`src/rtl/debounce_chan.sv`:
```
// -----------------------------------------------------------------------------
// debounce_chan -- one input channel of the sync_debounce block.
//
// A raw asynchronous bit is brought into the clk domain through a
// SYNC_STAGES-deep synchronizer. The last synchronizer stage must then differ
// from the current debounced level for DEBOUNCE_CYCLES consecutive edges
// before the level accepts it. A rise or fall pulse is registered on the
// edge where the level changes.
//
// Ports:
//   clk       in   system clock, rising edge
//   rst_n     in   asynchronous active-low reset
//   raw_i     in   raw asynchronous input bit
//   level_o   out  debounced level
//   rise_o    out  one-cycle pulse when level_o goes 0->1
//   fall_o    out  one-cycle pulse when level_o goes 1->0
//   change_o  out  next-state of (rise_o | fall_o), for a registered
//                  aggregate in the parent
// -----------------------------------------------------------------------------
module debounce_chan #(
  parameter int   SYNC_STAGES     = 2,
  parameter int   DEBOUNCE_CYCLES = 16,
  parameter logic RESET_VAL       = 1'b0
) (
  input  logic clk,
  input  logic rst_n,
  input  logic raw_i,
  output logic level_o,
  output logic rise_o,
  output logic fall_o,
  output logic change_o
);

  localparam int              CNT_W   = $clog2(DEBOUNCE_CYCLES + 1);
  localparam logic [CNT_W-1:0] CNT_MAX = CNT_W'(DEBOUNCE_CYCLES - 1);

  logic [SYNC_STAGES-1:0] sync_q;
  logic [CNT_W-1:0]       cnt_q, cnt_d;
  logic                   level_q, level_d;
  logic                   rise_q, rise_d;
  logic                   fall_q, fall_d;
  logic                   synced;

  // Only the last synchronizer stage is allowed to feed logic.
  assign synced = sync_q[SYNC_STAGES-1];

  // NOTE: every variable gets a default at the top of always_comb, so no
  // path leaves it unassigned and no latch is inferred.
  always_comb begin
    cnt_d   = cnt_q;
    level_d = level_q;
    rise_d  = 1'b0;
    fall_d  = 1'b0;
    if (synced == level_q) begin
      // Agreement (or a bounce back) restarts the filter from zero.
      cnt_d = '0;
    end else if (cnt_q == CNT_MAX) begin
      // Accepting the new value also clears the counter, so it never wraps.
      level_d = synced;
      cnt_d   = '0;
      rise_d  = synced;
      fall_d  = ~synced;
    end else begin
      cnt_d = cnt_q + 1'b1;
    end
  end

  // NOTE: sequential state uses non-blocking assignments so every flop samples
  // pre-edge values, which is what makes the shift register a real chain.
  always_ff @(posedge clk or negedge rst_n) begin
    if (!rst_n) begin
      sync_q  <= {SYNC_STAGES{RESET_VAL}};
      cnt_q   <= '0;
      level_q <= RESET_VAL;
      rise_q  <= 1'b0;
      fall_q  <= 1'b0;
    end else begin
      sync_q  <= {sync_q[SYNC_STAGES-2:0], raw_i};
      cnt_q   <= cnt_d;
      level_q <= level_d;
      rise_q  <= rise_d;
      fall_q  <= fall_d;
    end
  end

  assign level_o  = level_q;
  assign rise_o   = rise_q;
  assign fall_o   = fall_q;
  assign change_o = rise_d | fall_d;

endmodule

```
`src/rtl/sync_debounce.sv`:
```
// -----------------------------------------------------------------------------
// sync_debounce -- WIDTH independent channels of synchronizer, debounce filter
// and edge detector, plus a registered "something changed" flag.
//
// Ports:
//   clk         in   system clock, rising edge
//   rst_n       in   asynchronous active-low reset
//   i           in   [WIDTH] raw asynchronous inputs
//   o           out  [WIDTH] debounced levels
//   rise        out  [WIDTH] one-cycle pulse when o[k] goes 0->1
//   fall        out  [WIDTH] one-cycle pulse when o[k] goes 1->0
//   any_change  out  registered OR of rise|fall, same cycle as the pulses
// -----------------------------------------------------------------------------
module sync_debounce #(
  parameter int   WIDTH           = 4,
  parameter int   SYNC_STAGES     = 2,
  parameter int   DEBOUNCE_CYCLES = 16,
  parameter logic RESET_VAL       = 1'b0
) (
  input  logic             clk,
  input  logic             rst_n,
  input  logic [WIDTH-1:0] i,
  output logic [WIDTH-1:0] o,
  output logic [WIDTH-1:0] rise,
  output logic [WIDTH-1:0] fall,
  output logic             any_change
);

  logic [WIDTH-1:0] change_d;
  logic             any_change_q;

  for (genvar k = 0; k < WIDTH; k++) begin : g_chan
    debounce_chan #(
      .SYNC_STAGES    (SYNC_STAGES),
      .DEBOUNCE_CYCLES(DEBOUNCE_CYCLES),
      .RESET_VAL      (RESET_VAL)
    ) u_chan (
      .clk     (clk),
      .rst_n   (rst_n),
      .raw_i   (i[k]),
      .level_o (o[k]),
      .rise_o  (rise[k]),
      .fall_o  (fall[k]),
      .change_o(change_d[k])
    );
  end

  // Registered from the channels' next-state pulses so it lines up with them.
  always_ff @(posedge clk or negedge rst_n) begin
    if (!rst_n) begin
      any_change_q <= 1'b0;
    end else begin
      any_change_q <= |change_d;
    end
  end

  assign any_change = any_change_q;

endmodule

```
`config.mk`:
```
export PLATFORM = sky130hd
export DESIGN_NAME = sync_debounce
export DESIGN_NICKNAME = d
export VERILOG_FILES = /design/src/rtl/debounce_chan.sv /design/src/rtl/sync_debounce.sv
export SDC_FILE = /design/constraint.sdc
export NUM_CORES = 1
export LEC_CHECK = 0
export ABC_AREA = 1
export BUFFER_PORTS_ARGS = -buffer_cell sky130_fd_sc_hd__buf_2
export CAP_MARGIN = 20
export CORE_ASPECT_RATIO = 0.7
export CORE_MARGIN = 2
export CORE_UTILIZATION = 25
export CTS_BUF_LIST = sky130_fd_sc_hd__clkbuf_4 sky130_fd_sc_hd__clkbuf_8
export DETAILED_ROUTE_END_ITERATION = 16
export SETUP_SLACK_MARGIN = 0.4
export SYNTH_ARGS = -nofsm -noshare
export SYNTH_HDL_FRONTEND = slang
export SYNTH_SLANG_ARGS = --single-unit
```
`constraint.sdc`:
```
create_clock -name clk -period 1 [get_ports clk]
set_input_delay 0.1 -clock clk [delete_from_list [all_inputs] [get_ports clk]]
set_output_delay 0.1 -clock clk [all_outputs]
set_load 0.1 [all_outputs]
```
### After elaboration in Yosys (flattened, before gate mapping)

Index checks and enable logic that the tools add are counted.

* output and inout port bits: 13
* input port bits: 6
* bits in registers: 41
* logic and storage cells: 74

* reduce and logical (&&, ||, !) cells: 5
* eq/ne operators: 8
* muxes and demuxes: 24
* bitwise operators: 12
* add/subtract/negate cells: 4

Operators by type and width (count)
* 5-bit two-way mux: 8
* 5-bit by 1-bit adder with 5-bit output (second input constant): 4
* 5-bit by 4-bit equality test with 1-bit output (second input constant): 4
* 1-bit two-way mux: 16
* 1-bit NOT: 8
* 2-bit AND reduction: 4
* 1-bit equality test: 4
* 1-bit bitwise OR: 4
* 4-bit OR reduction: 1

### Logic depth before layout (Yosys ltp)

* depth after elaboration: 5
* gate-level depth with buffers: 7
* gate-level depth less buffers: 7

### By module

From an unflattened synthesis, not the netlist that was laid out.

* cell total of the unflattened synthesis: 168
* area total of the unflattened synthesis: 1622.8 µm²

Modules (own cells, without submodules)
* debounce_chan: sequential area each 250.2 µm², instances 4, cells an instance 41, area each 396.6 µm²
* sync_debounce: sequential area each 25.0 µm², instances 1, cells an instance 4, area each 36.3 µm²

### Worst setup path after synthesis

OpenSTA, ideal clock, no wires.

* path type: register -> register
* start point: register g_chan[0].u_chan.cnt_q[0]
* end point: register g_chan[0].u_chan.cnt_q[3]
* data arrival time: 0.990 ns
* setup time: 0.071 ns
* stages on the path, launching flop included: 7
* path buffers: 0
* clock period less this slack: 1.061 ns
* setup slack: -0.061 ns
* path through: dfrtp_1 -> ha_1 -> nand3_1 -> nor2_1 -> inv_1 -> nand2_2 -> nor2_1

* word-level cells in the longest chain between the ends: 3

RTL lines
* start, declared: RTL line debounce_chan.sv:38 `logic [CNT_W-1:0] cnt_q, cnt_d;`
* start signal, assigned: RTL line debounce_chan.sv:79 `cnt_q <= cnt_d;`
* 5-bit by 1-bit adder with 5-bit output or 5-bit by 4-bit equality test with 1-bit output (tied branches): RTL line debounce_chan.sv:64, debounce_chan.sv:57
* 5-bit two-way mux (*): RTL line debounce_chan.sv:57 `end else if (cnt_q == CNT_MAX) begin`
* 5-bit two-way mux (*): RTL line debounce_chan.sv:54 `if (synced == level_q) begin`
* named net g_chan[0].u_chan.cnt_d[3]: RTL line debounce_chan.sv:38

The timed path passes the listed nets; every way through them passes the cells marked *.
A chain may end at the register's enable or synchronous reset.

### Final worst setup path

* start point: register g_chan[3].u_chan.level_q
* end point: output port o[3]

RTL lines
* start, declared: RTL line debounce_chan.sv:39 `logic level_q, level_d;`
* start signal, assigned: RTL line debounce_chan.sv:80 `level_q <= level_d;`
* end, declared: RTL line sync_debounce.sv:23 `output logic [WIDTH-1:0] o,`

No word-level cell between the ends.

==> run summary <==
* **pin count of the biggest net entering global routing** 32
* **hold slack final** -0.323 ns
* **net switching share of the total power** 21.3%
* **cell types occupying the most area after synthesis** sky130_fd_sc_hd__dfrtp_1, sky130_fd_sc_hd__buf_4, sky130_fd_sc_hd__nor2_1
* **wire length of the first global-routing pass** 4840 um
* **achievable clock frequency** 0.914 GHz
* **Gate Count Post-Synth** 154
* **syn_nets** 164
* **M1 WL** 1270 um
* **share of final-layout standard cells stronger than drive strength 1** 56.6%
* **via density per instance** 4.04
* **initial DRC count** 45
* **starting density of the core** 26.3%
* **final estimated routing congestion in global placement** 0.749
* **number of buffers inserted during clock tree synthesis** 5
* **final period utilization** 109%
* **Sum Neg Setup Slack** -1.51 ns
* **portion of total power attributed to combinational logic** 8.0%
* **sequential fraction of design power** 48.7%
* **DIE WIDTH** 101 um
* **net switching component of the power** 0.771 mW
* **wire length on met2** 1420 um
* **number of antenna violations at the first check in global routing** 0
* **number of antenna-violating nets in the routed design** 0
* **clock tree skew after final layout** 0.00744 ns
* **area overhead of the layout relative to synthesis** 58.6%
* **final setup vio count** 29
* **failing checks** hold timing, setup timing
* **unrepaired setup endpoints after global routing** true
* **Max-slew headroom** 81.1%
* **proportion of netlist area held by the largest area contributor** 61.9%
* **overall die area** 0.00730 mm^2
* **Post-synth EDFFs** 0
* **outcome** complete, but fails checks
* **cell at the root of the clock tree** sky130_fd_sc_hd__clkbuf_8
* **endpoint type of the worst setup path** primary output
* **hold_buf cts** 4
* **number of optimization iterations in the first detailed-route pass** 4
* **total global-route track usage** 8.63%
* **mean instance size in the synthesized netlist** 10.8 um^2
* **most common cell after layout, fill and taps aside** sky130_fd_sc_hd__dfrtp_1
* **clock latency on the worst-skew pair** 0.29 ns
* **wire length on met3** 117 um
* **Distinct cells, synth** 17
* **worst-case setup slack after placement** -0.0799 ns
* **maximum capacitance violations** 0
* **final max-slew violation count** 0
* **H-Tree Level Count** 2
* **via count of the first global-routing pass** 1116
* **aggregate routed wire length** 2860 um
* **Std-Cell Rows** 24
* **portion of the post-synthesis area used by sequential elements** 61.9%
* **slack of the worst reg-to-reg path** -0.08 ns
* **final routed wire length divided by cell count** 10.4 um
* **IO Pins** 19
* **standby leakage power** 1.19 nW
* **Vert. Die Dim** 72.1 um
* **internal portion of total power** 2.86 mW
* **most frequent cells in the layout** sky130_fd_sc_hd__dfrtp_1, sky130_fd_sc_hd__buf_12, sky130_fd_sc_hd__buf_4
* **worst path arrival time** 0.99 ns
* **Synth Register Bits** 41
* **library cell with the largest summed area after synthesis** sky130_fd_sc_hd__dfrtp_1
* **detailed-placement wirelength estimate** 1840 um
* **Async S/R FF share, synth** 100%
* **core box area** 0.00631 mm^2
* **Max Buffers Root-to-Sink** 2
* **antenna cells** 0
* **overall via count from detail_route** 1115
* **count of buffers inserted at the top-level ports** 18
* **number of sinks driven by the clock tree** 41
* **clock transition at the registers of the reported paths** 0.08 ns
* **min setup slack post-route** -0.0945 ns
* **DRC errors left** 0
* **shortest clock period the worst path allows after layout** 1.09 ns
* **biggest fanout along the worst timing path** 3
* **warning count from the yosys run** 0
* **cell area after synthesis** 0.00166 mm^2
* **TritonCTS clock tree** done
* **startpoint class of the critical path** register
* **part of the total power dissipated in the clock network** 43.3%
* **critical path type** register to primary output
* **most used flip-flop cell after synthesis** sky130_fd_sc_hd__dfrtp_1
* **Worst IR Drop VDD** 0.000709 V
* **Tightest Hold Check Type** primary input to async pin
* **gr ovfl total** 0
* **transition at the pin with the smallest max-transition slack** 0.284 ns
* **pwr/cell area** 1380 mW/mm^2
* **final count of hold timing violations** 41
* **Final Net Count** 207
* **required time of the critical path** 0.90 ns
* **highest routing layer actually used** met4
layout make-up:
class / instances / area (um^2)
clock buffer: 5 / 68.8
clock inverter: 3 / 65.1
fill: 596 / 3680
inverter: 18 / 75.1
multi-input combinational: 83 / 713
sequential: 41 / 1030
tap: 78 / 97.6
timing repair buffer: 48 / 578
cells by family (layout without fill, tap and decap cells):
group	count (synthesis)	after routing	synth area share, %
and+or+nand+nor	63	63	18.0
DFF	41	41	61.9
buffers and inverters	30	74	9.52
AOI/OAI and AO/OA	8	8	3.32
xor gates and xnor gates	8	8	4.23
adders and majority gates	4	4	3.02
flip-flops by register name, indices dropped and copies added (netlist names):
register,count
g_chan.u_chan.fall_o,4
g_chan.u_chan.level_o,4
g_chan.u_chan.cnt_q,20
any_change,1
g_chan.u_chan.rise_o,4
g_chan.u_chan.sync_q,8
through the flow:
step	power (mW)	instances	util, %	area (um^2)
after floorplan	1.88	154	-	1760
after global placement	1.99	256	34.2	2150
after detailed placement	2.00	256	34.2	2150
after CTS	3.62	275	39.0	2460
after global routing	3.78	276	41.7	2630
final	3.63	276	41.7	2630
routing by layer:
layer / up-vias / track usage (%)
li1: 548 / -
met1: 549 / 10.9
met2: 13 / 13.3
met3: 5 / 3.28
met4: 0 / 3.60
met5: - / 0
worst max-delay path, cell delays in order (launching register included):
cell	delay [ns]
sky130_fd_sc_hd__dfrtp_1	0.42
sky130_fd_sc_hd__buf_6	0.14
sky130_fd_sc_hd__buf_12	0.15
repair_timing:
action,CTS,global route
endpoints found under the setup margin,46,46
resized for setup,21,35
endpoints found under the hold margin,45,10
buffers inserted,7,1
pin swaps,15,9
synth_stat cells (4+ instances only):
| cell type | number |
|---|---|
| sky130_fd_sc_hd__inv_1 | 15 |
| sky130_fd_sc_hd__xor2_1 | 4 |
| sky130_fd_sc_hd__o21ai_2 | 4 |
| sky130_fd_sc_hd__a21oi_1 | 4 |
| sky130_fd_sc_hd__xnor2_1 | 4 |
| sky130_fd_sc_hd__ha_1 | 4 |
| sky130_fd_sc_hd__nand2_1 | 16 |
| sky130_fd_sc_hd__buf_4 | 12 |
| sky130_fd_sc_hd__nor2_1 | 23 |
| sky130_fd_sc_hd__dfrtp_1 | 41 |
| sky130_fd_sc_hd__nand3_1 | 7 |
| sky130_fd_sc_hd__nand2_2 | 11 |
final timing paths:
path                                                            from                              endpoint  depth (start not counted)
worst max-delay path            g_chan[3].u_chan.level_o$_DFFE_PN0P_                                  o[3]                          2
min in group clk                g_chan[2].u_chan.sync_q[0]$_DFF_PN0_  g_chan[2].u_chan.sync_q[1]$_DFF_PN0_                          0
worst min register to register  g_chan[2].u_chan.sync_q[0]$_DFF_PN0_  g_chan[2].u_chan.sync_q[1]$_DFF_PN0_                          0
max in group asynchronous                                      rst_n                  any_change$_DFF_PN0_                          2
worst min-delay path                                           rst_n     g_chan[2].u_chan.rise_o$_DFF_PN0_                          1
worst max register to register   g_chan[1].u_chan.cnt_q[1]$_DFF_PN0_   g_chan[1].u_chan.cnt_q[3]$_DFF_PN0_                          6
power groups by stage:
stage               registers, mW  clock network, mW  logic [mW]
floorplan                    1.78                  0       0.102
global placement             1.78                  0       0.208
detailed placement           1.78                  0       0.215
CTS                          1.75               1.62       0.257
global route                 1.77               1.68       0.331
finish                       1.77               1.57       0.291
(Power assumes the default switching activity.)
